## src/rtl/multiplier_axi4_lite_slave_if.sv

```systemverilog
`default_nettype none
// ============================================================================
// Module  : multiplier_axi4_lite_slave_if
// Brief   : AXI4-Lite bus bundle for the shift-add multiplier slave, with
//           master (bus driver) and slave (register block) views.
// Revision: 1.0 - initial release
// ============================================================================
interface multiplier_axi4_lite_slave_if #(
  parameter int C_S_AXI_ADDR_WIDTH = 32
);
  logic [C_S_AXI_ADDR_WIDTH-1:0] S_AXI_AWADDR;
  logic                          S_AXI_AWVALID;
  logic                          S_AXI_AWREADY;
  logic [31:0]                   S_AXI_WDATA;
  logic [3:0]                    S_AXI_WSTRB;
  logic                          S_AXI_WVALID;
  logic                          S_AXI_WREADY;
  logic [1:0]                    S_AXI_BRESP;
  logic                          S_AXI_BVALID;
  logic                          S_AXI_BREADY;
  logic [C_S_AXI_ADDR_WIDTH-1:0] S_AXI_ARADDR;
  logic                          S_AXI_ARVALID;
  logic                          S_AXI_ARREADY;
  logic [31:0]                   S_AXI_RDATA;
  logic [1:0]                    S_AXI_RRESP;
  logic                          S_AXI_RVALID;
  logic                          S_AXI_RREADY;

  modport master (
    output S_AXI_AWADDR, S_AXI_AWVALID, S_AXI_WDATA, S_AXI_WSTRB, S_AXI_WVALID,
           S_AXI_BREADY, S_AXI_ARADDR, S_AXI_ARVALID, S_AXI_RREADY,
    input  S_AXI_AWREADY, S_AXI_WREADY, S_AXI_BRESP, S_AXI_BVALID,
           S_AXI_ARREADY, S_AXI_RDATA, S_AXI_RRESP, S_AXI_RVALID
  );

  modport slave (
    input  S_AXI_AWADDR, S_AXI_AWVALID, S_AXI_WDATA, S_AXI_WSTRB, S_AXI_WVALID,
           S_AXI_BREADY, S_AXI_ARADDR, S_AXI_ARVALID, S_AXI_RREADY,
    output S_AXI_AWREADY, S_AXI_WREADY, S_AXI_BRESP, S_AXI_BVALID,
           S_AXI_ARREADY, S_AXI_RDATA, S_AXI_RRESP, S_AXI_RVALID
  );
endinterface
`default_nettype wire

```

## src/rtl/multiplier_axi4_lite_slave.sv

```systemverilog
`default_nettype none
// ============================================================================
// Module  : multiplier_axi4_lite_slave
// Brief   : AXI4-Lite register block around a sequential unsigned shift-add
//           multiplier (A, B, START/busy, P, DONE). Only address bits [4:2]
//           are decoded. Optional macro MULT_SLVERR_EN makes unmapped
//           offsets answer SLVERR instead of OKAY.
// Revision: 1.0 - initial release
// ============================================================================
module multiplier_axi4_lite_slave #(
  parameter int C_S_AXI_ADDR_WIDTH = 32,
  parameter int OP_W               = 16
) (
  input  wire logic                           S_AXI_ACLK,
  input  wire logic                           S_AXI_ARESET,
  multiplier_axi4_lite_slave_if.slave         s_axi
);

  localparam int              P_W       = 2 * OP_W;
  localparam int              CNT_W     = $clog2(OP_W + 1);
  localparam logic [CNT_W-1:0] LAST_IT  = CNT_W'(OP_W - 1);
  localparam logic [2:0]      IDX_A     = 3'd0;
  localparam logic [2:0]      IDX_B     = 3'd1;
  localparam logic [2:0]      IDX_START = 3'd2;
  localparam logic [2:0]      IDX_P     = 3'd3;
  localparam logic [2:0]      IDX_DONE  = 3'd4;
  localparam logic [1:0]      RESP_OKAY = 2'b00;
`ifdef MULT_SLVERR_EN
  localparam logic [1:0]      RESP_ERR  = 2'b10;
`endif

  typedef enum logic [1:0] {S_IDLE = 2'd0, S_RUN = 2'd1, S_FIN = 2'd2} state_t;

  // AXI side registers
  logic              awready_q, bvalid_q, arready_q, rvalid_q;
  logic [1:0]        bresp_q, rresp_q;
  logic [31:0]       rdata_q;
  logic [OP_W-1:0]   a_q, b_q;

  // Multiplier registers
  state_t            state_q, state_d;
  logic [P_W-1:0]    mcand_q, mcand_d, p_q, p_d;
  logic [OP_W-1:0]   mplier_q, mplier_d;
  logic [CNT_W-1:0]  cnt_q, cnt_d;
  logic              done_q, done_d;

  logic              wr_hs, rd_hs, start_req, busy;
  logic [2:0]        wr_idx, rd_idx;
  logic [1:0]        wr_resp, rd_resp;
  logic [31:0]       rd_val;
  logic              unused_ok;

  assign s_axi.S_AXI_AWREADY = awready_q;
  assign s_axi.S_AXI_WREADY  = awready_q;
  assign s_axi.S_AXI_BVALID  = bvalid_q;
  assign s_axi.S_AXI_BRESP   = bresp_q;
  assign s_axi.S_AXI_ARREADY = arready_q;
  assign s_axi.S_AXI_RVALID  = rvalid_q;
  assign s_axi.S_AXI_RDATA   = rdata_q;
  assign s_axi.S_AXI_RRESP   = rresp_q;

  // Handshakes complete on the edge where the one-cycle ready pulse meets valid
  assign wr_hs     = awready_q & s_axi.S_AXI_AWVALID & s_axi.S_AXI_WVALID;
  assign rd_hs     = arready_q & s_axi.S_AXI_ARVALID;
  assign wr_idx    = s_axi.S_AXI_AWADDR[4:2];
  assign rd_idx    = s_axi.S_AXI_ARADDR[4:2];
  assign start_req = wr_hs & (wr_idx == IDX_START) & s_axi.S_AXI_WDATA[0];
  assign busy      = (state_q == S_RUN);

  // Address/data bits outside the decoded field are intentionally ignored
  assign unused_ok = &{1'b0, s_axi.S_AXI_AWADDR, s_axi.S_AXI_ARADDR,
                       s_axi.S_AXI_WDATA, s_axi.S_AXI_WSTRB};

`ifdef MULT_SLVERR_EN
  assign wr_resp = (wr_idx > IDX_DONE) ? RESP_ERR : RESP_OKAY;
  assign rd_resp = (rd_idx > IDX_DONE) ? RESP_ERR : RESP_OKAY;
`else
  assign wr_resp = RESP_OKAY;
  assign rd_resp = RESP_OKAY;
`endif

  // Byte-lane merge of write data into an operand register
  function automatic logic [OP_W-1:0] merge_bytes(input logic [OP_W-1:0] old_v,
                                                  input logic [31:0]     data,
                                                  input logic [3:0]      strb);
    logic [OP_W-1:0] res;
    res = old_v;
    for (int i = 0; i < OP_W; i++) begin
      if (strb[i/8]) res[i] = data[i];
    end
    return res;
  endfunction

  // Read data mux; unmapped offsets read as zero
  always_comb begin
    rd_val = '0;
    case (rd_idx)
      IDX_A:     rd_val = 32'(a_q);
      IDX_B:     rd_val = 32'(b_q);
      IDX_START: rd_val = {31'd0, busy};
      IDX_P:     rd_val = 32'(p_q);
      IDX_DONE:  rd_val = {31'd0, done_q};
      default:   rd_val = '0;
    endcase
  end

  // AXI write/read channels and the A/B operand registers
  always_ff @(posedge S_AXI_ACLK) begin
    if (S_AXI_ARESET) begin
      awready_q <= 1'b0;
      bvalid_q  <= 1'b0;
      bresp_q   <= RESP_OKAY;
      arready_q <= 1'b0;
      rvalid_q  <= 1'b0;
      rdata_q   <= '0;
      rresp_q   <= RESP_OKAY;
      a_q       <= '0;
      b_q       <= '0;
    end else begin
      awready_q <= ~awready_q & ~bvalid_q & s_axi.S_AXI_AWVALID & s_axi.S_AXI_WVALID;
      if (wr_hs) begin
        bvalid_q <= 1'b1;
        bresp_q  <= wr_resp;
        if (wr_idx == IDX_A) a_q <= merge_bytes(a_q, s_axi.S_AXI_WDATA, s_axi.S_AXI_WSTRB);
        if (wr_idx == IDX_B) b_q <= merge_bytes(b_q, s_axi.S_AXI_WDATA, s_axi.S_AXI_WSTRB);
      end else if (bvalid_q && s_axi.S_AXI_BREADY) begin
        bvalid_q <= 1'b0;
      end

      arready_q <= ~arready_q & ~rvalid_q & s_axi.S_AXI_ARVALID;
      if (rd_hs) begin
        rvalid_q <= 1'b1;
        rdata_q  <= rd_val;
        rresp_q  <= rd_resp;
      end else if (rvalid_q && s_axi.S_AXI_RREADY) begin
        rvalid_q <= 1'b0;
      end
    end
  end

  // Multiplier state and datapath registers
  always_ff @(posedge S_AXI_ACLK) begin
    if (S_AXI_ARESET) begin
      state_q  <= S_IDLE;
      mcand_q  <= '0;
      mplier_q <= '0;
      p_q      <= '0;
      cnt_q    <= '0;
      done_q   <= 1'b0;
    end else begin
      state_q  <= state_d;
      mcand_q  <= mcand_d;
      mplier_q <= mplier_d;
      p_q      <= p_d;
      cnt_q    <= cnt_d;
      done_q   <= done_d;
    end
  end

  // Next state: one shift-add per RUN cycle, START accepted whenever not running
  always_comb begin
    state_d  = state_q;
    mcand_d  = mcand_q;
    mplier_d = mplier_q;
    p_d      = p_q;
    cnt_d    = cnt_q;
    done_d   = done_q;
    case (state_q)
      S_RUN: begin
        if (mplier_q[0]) p_d = p_q + mcand_q;
        mcand_d  = mcand_q << 1;
        mplier_d = mplier_q >> 1;
        cnt_d    = cnt_q + 1'b1;
        if (cnt_q == LAST_IT) state_d = S_FIN;
      end
      S_FIN: begin
        done_d  = 1'b1;
        state_d = S_IDLE;
      end
      default: ;
    endcase
    if (start_req && state_q != S_RUN) begin
      state_d  = S_RUN;
      mcand_d  = P_W'(a_q);
      mplier_d = b_q;
      p_d      = '0;
      cnt_d    = '0;
      done_d   = 1'b0;
    end
  end

endmodule
`default_nettype wire

```

## src/flat_wrapper.sv

```systemverilog
// flat-port wrapper written by rule: the top's interface ports become plain ports
module multiplier_axi4_lite_slave_flat 
#(
  parameter int C_S_AXI_ADDR_WIDTH = 32,
  parameter int OP_W               = 16
)
  (S_AXI_ACLK, S_AXI_ARESET, s_axi_S_AXI_AWADDR, s_axi_S_AXI_AWVALID, s_axi_S_AXI_WDATA, s_axi_S_AXI_WSTRB, s_axi_S_AXI_WVALID, s_axi_S_AXI_BREADY, s_axi_S_AXI_ARADDR, s_axi_S_AXI_ARVALID, s_axi_S_AXI_RREADY, s_axi_S_AXI_AWREADY, s_axi_S_AXI_WREADY, s_axi_S_AXI_BRESP, s_axi_S_AXI_BVALID, s_axi_S_AXI_ARREADY, s_axi_S_AXI_RDATA, s_axi_S_AXI_RRESP, s_axi_S_AXI_RVALID);
  multiplier_axi4_lite_slave_if #(.C_S_AXI_ADDR_WIDTH(C_S_AXI_ADDR_WIDTH)) s_axi_i ();
  input  wire logic S_AXI_ACLK;
  input  wire logic S_AXI_ARESET;
  input wire logic [$bits(s_axi_i.S_AXI_AWADDR)-1:0] s_axi_S_AXI_AWADDR;
  input wire logic [$bits(s_axi_i.S_AXI_AWVALID)-1:0] s_axi_S_AXI_AWVALID;
  input wire logic [$bits(s_axi_i.S_AXI_WDATA)-1:0] s_axi_S_AXI_WDATA;
  input wire logic [$bits(s_axi_i.S_AXI_WSTRB)-1:0] s_axi_S_AXI_WSTRB;
  input wire logic [$bits(s_axi_i.S_AXI_WVALID)-1:0] s_axi_S_AXI_WVALID;
  input wire logic [$bits(s_axi_i.S_AXI_BREADY)-1:0] s_axi_S_AXI_BREADY;
  input wire logic [$bits(s_axi_i.S_AXI_ARADDR)-1:0] s_axi_S_AXI_ARADDR;
  input wire logic [$bits(s_axi_i.S_AXI_ARVALID)-1:0] s_axi_S_AXI_ARVALID;
  input wire logic [$bits(s_axi_i.S_AXI_RREADY)-1:0] s_axi_S_AXI_RREADY;
  output wire logic [$bits(s_axi_i.S_AXI_AWREADY)-1:0] s_axi_S_AXI_AWREADY;
  output wire logic [$bits(s_axi_i.S_AXI_WREADY)-1:0] s_axi_S_AXI_WREADY;
  output wire logic [$bits(s_axi_i.S_AXI_BRESP)-1:0] s_axi_S_AXI_BRESP;
  output wire logic [$bits(s_axi_i.S_AXI_BVALID)-1:0] s_axi_S_AXI_BVALID;
  output wire logic [$bits(s_axi_i.S_AXI_ARREADY)-1:0] s_axi_S_AXI_ARREADY;
  output wire logic [$bits(s_axi_i.S_AXI_RDATA)-1:0] s_axi_S_AXI_RDATA;
  output wire logic [$bits(s_axi_i.S_AXI_RRESP)-1:0] s_axi_S_AXI_RRESP;
  output wire logic [$bits(s_axi_i.S_AXI_RVALID)-1:0] s_axi_S_AXI_RVALID;
  assign s_axi_i.S_AXI_AWADDR = s_axi_S_AXI_AWADDR;
  assign s_axi_i.S_AXI_AWVALID = s_axi_S_AXI_AWVALID;
  assign s_axi_i.S_AXI_WDATA = s_axi_S_AXI_WDATA;
  assign s_axi_i.S_AXI_WSTRB = s_axi_S_AXI_WSTRB;
  assign s_axi_i.S_AXI_WVALID = s_axi_S_AXI_WVALID;
  assign s_axi_i.S_AXI_BREADY = s_axi_S_AXI_BREADY;
  assign s_axi_i.S_AXI_ARADDR = s_axi_S_AXI_ARADDR;
  assign s_axi_i.S_AXI_ARVALID = s_axi_S_AXI_ARVALID;
  assign s_axi_i.S_AXI_RREADY = s_axi_S_AXI_RREADY;
  assign s_axi_S_AXI_AWREADY = s_axi_i.S_AXI_AWREADY;
  assign s_axi_S_AXI_WREADY = s_axi_i.S_AXI_WREADY;
  assign s_axi_S_AXI_BRESP = s_axi_i.S_AXI_BRESP;
  assign s_axi_S_AXI_BVALID = s_axi_i.S_AXI_BVALID;
  assign s_axi_S_AXI_ARREADY = s_axi_i.S_AXI_ARREADY;
  assign s_axi_S_AXI_RDATA = s_axi_i.S_AXI_RDATA;
  assign s_axi_S_AXI_RRESP = s_axi_i.S_AXI_RRESP;
  assign s_axi_S_AXI_RVALID = s_axi_i.S_AXI_RVALID;
  multiplier_axi4_lite_slave #(.C_S_AXI_ADDR_WIDTH(C_S_AXI_ADDR_WIDTH), .OP_W(OP_W)) u_core (.S_AXI_ACLK(S_AXI_ACLK), .S_AXI_ARESET(S_AXI_ARESET), .s_axi(s_axi_i));
endmodule
```

## config.mk

```make
export PLATFORM = sky130hd
export DESIGN_NAME = multiplier_axi4_lite_slave_flat
export DESIGN_NICKNAME = d
export VERILOG_FILES = /design/src/rtl/multiplier_axi4_lite_slave_if.sv /design/src/rtl/multiplier_axi4_lite_slave.sv /design/src/flat_wrapper.sv
export SDC_FILE = /design/constraint.sdc
export NUM_CORES = 1
export LEC_CHECK = 0
export CORE_ASPECT_RATIO = 0.8
export CORE_MARGIN = 8
export CORE_UTILIZATION = 48
export DETAILED_ROUTE_END_ITERATION = 10
export PLACE_DENSITY_LB_ADDON = 0.3
export SKIP_LAST_GASP = 1
export SYNTH_ARGS = -nofsm -noshare
export SYNTH_HDL_FRONTEND = slang
export SYNTH_SLANG_ARGS = --single-unit
```

## constraint.sdc

```tcl
create_clock -name S_AXI_ACLK -period 2.6 [get_ports S_AXI_ACLK]
set_clock_uncertainty 0.05 [all_clocks]
set_input_delay 0.26 -clock S_AXI_ACLK [delete_from_list [all_inputs] [get_ports S_AXI_ACLK]]
set_output_delay 0.26 -clock S_AXI_ACLK [all_outputs]
set_load 0.02 [all_outputs]
```

==> results of run 1 <==
## stage by stage
stage | hold WS [ns] | std cells | util | setup WS, ns
2_1_floorplan | 0.3294 | 945 | - | 0.1281
3_3_place_gp | 0.3912 | 1201 | 0.5446 | 0.03248
3_5_place_dp | 0.3958 | 1201 | 0.5446 | 0.02804
4_1_cts | 0.1591 | 1233 | 0.5799 | 0.002419
5_1_grt | 0.1992 | 1233 | 0.5831 | 0.001351
6_report | 0.1775 | 1233 | 0.5831 | 0.08422
## registers in the layout, indices dropped and copies added, names as in the netlist, 2 cells and up
register,flops
u_core.s_axi.S_AXI_RDATA,32
u_core.mcand_q,32
u_core.state_q,2
u_core.a_q,16
u_core.p_q,32
u_core.cnt_q,5
u_core.mplier_q,16
u_core.b_q,16
## worst max-delay path, delay by kind of cell, from the launching register on
family                   cells  cell delay (ns)
buffers and inverters        2             0.28
flip-flops                   1             0.31
AO/OA/AOI/OAI                6             1.21
adder cells (fa/ha/maj)      1             0.31
XOR/XNOR                     1             0.23
## cells by family after synthesis
group / count (synthesis) / share of synthesized area
xor+xnor: 21 / 0.02298
simple gates: 315 / 0.1685
fa+ha+maj: 34 / 0.05410
mux: 85 / 0.1065
compound gates: 246 / 0.2115
buf+inv: 84 / 0.04565
other cells: 1 / 0.0004686
flops: 156 / 0.3902
## cell usage after synthesis, types with 13 or more instances
cell	instances	area, µm²
a211oi_1	39	292.8
nor2_1	131	491.7
o21ai_1	18	90.09
xnor2_1	14	122.6
mux2i_1	84	840.8
nand2_1	111	416.7
a21oi_1	60	300.3
a21o_1	18	135.1
nor3_1	13	65.06
a22oi_1	31	232.7
inv_1	15	56.30
nand3_1	18	90.09
ha_1	33	412.9
dfxtp_1	156	3123
clkbuf_1	48	180.2
o21ai_0	22	110.1
## repair_timing
item                                   CTS  global route
setup endpoints to repair                0             5
gates resized for setup                  0            12
hold buffers                             0             0
endpoints found under the hold margin    0             0
## metal layers
metal / vias up / part of all wire / GRT usage
met1: 3265 / 0.50 / 0.2687
met2: 201 / 0.42 / 0.2890
met4: 0 / 0.012 / 0.05285
met3: 24 / 0.069 / 0.04931
li1: 3465 / - / -
met5: - / 0 / 0
## report_power, final
part	internal, mW	leakage, nW	switching, mW
Clock	1.47	0.270	1.00
Sequential	2.40	1.26	0.00805
Combinational	0.0743	2.34	0.108
Total	3.94	3.87	1.12
## layout make-up
class	instances	share of cell area
clock buffer	23	0.04879
clock inverter	9	0.01174
inverter	15	0.005871
timing repair buffer	105	0.1007
sequential	156	0.3259
multi-input combinational	705	0.4783
tap	220	0.02870
## worst paths after layout
| kind | cells past startpoint | end |
|---|---|---|
| max | 10 | u_core.p_q[17] |
| min | 4 | u_core.p_q[14] |
| max reg2reg | 10 | u_core.p_q[17] |
| min reg2reg | 1 | u_core.s_axi.S_AXI_ARREADY |
==> out/metrics.yaml, run 1 <==
status: "complete, no violations"
tightest_slew_ns: 0.9812
antenna_found_initial: 0
grtUsageTotal: 0.1929
finalSetupViolCount: 0
grt_pass1_vias: 6682
slew_viol_final: 0
clkSlewWorstSetupHoldPaths_ns: 0.06
power_mw: 5.058
drc: 0
seq_area_frac_synth: 0.3902
cap_violations: 0
dieArea_um2: 21090
reg2reg_from: "u_core.p_q[1]"
vias: 6955
synth_cell_types: 69
multi_input_area_um2: 4587
synth-edff-count: 0
slowest_stage: "a211oi_2"
firstDrtPassIters: 5
finalHoldViolations: 0
crit_chain: "buf_4 > ha_1 > a211o_1 > a211oi_2 > o31ai_2 > o21ai_1 > buf_4 > o2111ai_1 > xnor2_1 > o21ai_1"
finalInstanceArea_um2: 9590
n_fill_cell: 1467
tritoncts: "built"
die_w_um: 160.4
final_cell_mix: "dfxtp_1, nor2_1, nand2_1, mux2i_1, clkdlybuf4s50_1"
grt_overflow: 0
leakagePower_nw: 3.869
crit_path_start: "u_core.p_q[1]"
irDropWorstVdd_v: 0.0004765
slowest_delay_ns: 0.36
cp-start-kind: "register"
rsz0062_at_grt: "no"
netlist_area_um2: 8003
critPathKind: "reg2reg"
regArea_um2: 3126
path_max_fanout: 4
grt_pass1_wl_um: 33590
worstHoldPathType: "in2reg"
final.setup.tns_ns: 0
area_growth_syn_to_layout_pct: 19.84
ctsHtreeMaxLevel: 4
power_density_nw_per_um2: 527.4
ys_warn_count: 0
synth-async-reset-ratio: 0
n_antenna_cell: 0
nNetsFinal: 1141
syn_area_per_cell_um2: 8.495
synthCells: 942
wl_per_cell_um: 16.62
min_period_over_period: 0.9676
post-dp-hpwl_um: 14650
fmax_mhz: 397.5
numCtsBuffers: 17
grt_max_degree: 57
endpoint_kind: "register"
cts_setup_buffers: 0
die_h_um: 131.5
clock-sinks: 156
ys_ff_latch: 156
vias_per_cell: 5.641
start_util: 0.4865
final_common_cell: "dfxtp_1"
drive_above_1_share: 0.09970
numPortBuffers: 67
synth_ff_type: "dfxtp_1"
hp-start: "S_AXI_ARESET"
arrival_ns: 2.79
boundaryPins: 148
slew_headroom: 0.3435
cp.required_ns: 2.87
core_area_um2: 16450
reg2reg_slack_ns: 0.08
root_buffer: "clkbuf_16"
ant_nets: 0
clk_latency_ns: 0.43
dpl_cell_area_um2: 8957
drtIter0Drc: 446
drt_wl_total_um: 20500
gp_congestion: 0.9075
clk_path_buf_depth: 2
fp-row-count: 42
min_period_ns: 2.516
(Power assumes the default switching activity.)
==> inputs of run 2 (changes only) <==
--- a/config.mk
+++ b/config.mk
@@ -7,10 +7,12 @@
 export LEC_CHECK = 0
 export CORE_ASPECT_RATIO = 0.8
 export CORE_MARGIN = 8
-export CORE_UTILIZATION = 48
+export CORE_UTILIZATION = 55
 export DETAILED_ROUTE_END_ITERATION = 10
+export GPL_TIMING_DRIVEN = 1
 export PLACE_DENSITY_LB_ADDON = 0.3
 export SKIP_LAST_GASP = 1
+export SLEW_MARGIN = 30
 export SYNTH_ARGS = -nofsm -noshare
 export SYNTH_HDL_FRONTEND = slang
 export SYNTH_SLANG_ARGS = --single-unit
==> constraint.sdc (replaced) <==
create_clock -name S_AXI_ACLK -period 3 [get_ports S_AXI_ACLK]
set_clock_uncertainty 0.05 [all_clocks]
set_input_delay 0.3 -clock S_AXI_ACLK [delete_from_list [all_inputs] [get_ports S_AXI_ACLK]]
set_output_delay 0.3 -clock S_AXI_ACLK [all_outputs]
set_load 0.02 [all_outputs]
==> run 2 against run 1 <==
Effect of this change:
- combinational power shrank 15%
- clock power shrank 16%
- final area shrank 2.7%
- clock-buffer cell count shrank 3
- register-to-register slack gained 0.21 ns
- sequential power shrank 13%
- cell count shrank 4.9%
- critical path depth grew 1
- maximum frequency shrank 7.1%
- sequential share of layout area grew 0.87 points
- non-clock buffer count shrank 19
==> out/metrics.yaml, run 2 (same netlist as run 1, synthesis figures left out) <==
core_area_um2: 14250
final_common_cell: "dfxtp_1"
clock-sinks: 156
vias: 6884
cp-start-kind: "register"
start_util: 0.5616
numPortBuffers: 67
final.setup.tns_ns: 0
power_density_nw_per_um2: 462.8
root_buffer: "clkbuf_16"
drtIter0Drc: 560
clkSlewWorstSetupHoldPaths_ns: 0.06
slew_viol_final: 0
vias_per_cell: 5.869
fp-row-count: 39
n_antenna_cell: 0
clk_path_buf_depth: 2
slew_headroom: 0.5659
critPathKind: "reg2reg"
holdPathStages: 2
boundaryPins: 148
finalSetupViolCount: 0
dieArea_um2: 18690
antenna_found_initial: 0
grt_pass1_wl_um: 32060
grt_pass1_vias: 6303
tritoncts: "built"
holdBufCountCts: 0
ant_nets: 0
power_mw: 4.319
n_fill_cell: 1226
preCtsSetupSlack_ns: 0.3176
status: "complete, no violations"
post-dp-hpwl_um: 14120
drc: 0
area_growth_syn_to_layout_pct: 16.62
irDropWorstVdd_v: 0.0004802
grt_overflow: 0
worstHoldPathType: "in2reg"
leakagePower_nw: 3.762
tightest_slew_ns: 0.6505
cp.required_ns: 3.27
finalHoldViolations: 0
drive_above_1_share: 0.07280
cts_resized: 0
min_period_ns: 2.709
crit_chain: "ha_1 > inv_1 > fa_1 > and2b_1 > o2111ai_2 > a211oi_2 > buf_4 > o221ai_1 > a21oi_1 > mux2i_1 > nand2_1"
grtUsageTotal: 0.2144
firstDrtPassIters: 5
gp_congestion: 0.9824
die_h_um: 123.9
path_max_fanout: 6
nNetsFinal: 1122
grt_max_degree: 63
ff2ff_path_depth: 11
drt_wl_total_um: 19810
min_period_over_period: 0.9030
slowest_stage: "dfxtp_1"
wl_per_cell_um: 16.89
cap_violations: 0
endpoint_kind: "register"
fin_util: 0.6550
die_w_um: 150.9
arrival_ns: 2.98
numCtsBuffers: 17
fmax_mhz: 369.1
clk_latency_ns: 0.43
final_cell_mix: "dfxtp_1, nor2_1, nand2_1, mux2i_1, clkdlybuf4s50_1"
rsz0062_at_grt: "no"
cts_setup_buffers: 0
slowest_delay_ns: 0.37
finalWorstSetupSlack_ns: 0.2910
ctsHtreeMaxLevel: 4
## run 2: area by class of cell
class	count	area (µm²)	share of cell area
Clock inverter	7	93.84	0.01005
Tap cell	184	230.2	0.02467
Inverter	15	56.30	0.006033
Sequential cell	156	3123	0.3346
Clock buffer	20	466.7	0.05001
Multi-Input combinational cell	705	4539	0.4864
Timing Repair Buffer	86	823.3	0.08822
## run 2: worst paths after layout
check                                               start                    endpoint  slack [ns]
worst max-delay path                    u_core.mcand_q[0]              u_core.p_q[28]        0.29
worst min-delay path                         S_AXI_ARESET               u_core.a_q[5]        0.28
worst max register to register          u_core.mcand_q[0]              u_core.p_q[28]        0.29
worst min register to register  u_core.s_axi.S_AXI_RVALID  u_core.s_axi.S_AXI_ARREADY        0.39
## run 2: through the flow
step / instance area (µm²) / hold slack [ns] / instances
3_3_place_gp: 8770 / 0.3913 / 1146
2_1_floorplan: 8014 / 0.3694 / 945
6_report: 9333 / 0.2759 / 1173
4_1_cts: 9330 / 0.2605 / 1173
3_5_place_dp: 8770 / 0.3911 / 1146
5_1_grt: 9333 / 0.2820 / 1173
## run 2: routing by layer
layer | up-vias | GRT usage | wire length, µm
met5 | - | 0 | 0
met4 | 0 | 0.05984 | 162
met3 | 15 | 0.04793 | 1392
met2 | 194 | 0.3213 | 8545
met1 | 3255 | 0.3041 | 9712
li1 | 3420 | - | -
## run 2: worst max-delay path, delay by kind of cell, from the launching register on
| kind | cells | cell delay [ns] |
|---|---|---|
| AOI/OAI and AO/OA | 4 | 0.83 |
| adders and majority gates | 2 | 0.58 |
| DFF | 1 | 0.37 |
| and+or+nand+nor | 2 | 0.32 |
| buffers and inverters | 2 | 0.25 |
| muxes | 1 | 0.21 |
## run 2: power breakdown
part | leakage [nW] | internal, mW | total, mW | switching (mW)
Clock | 0.272 | 1.26 | 2.08 | 0.815
Combinational | 2.23 | 0.0630 | 0.155 | 0.0921
Sequential | 1.26 | 2.08 | 2.09 | 0.00708
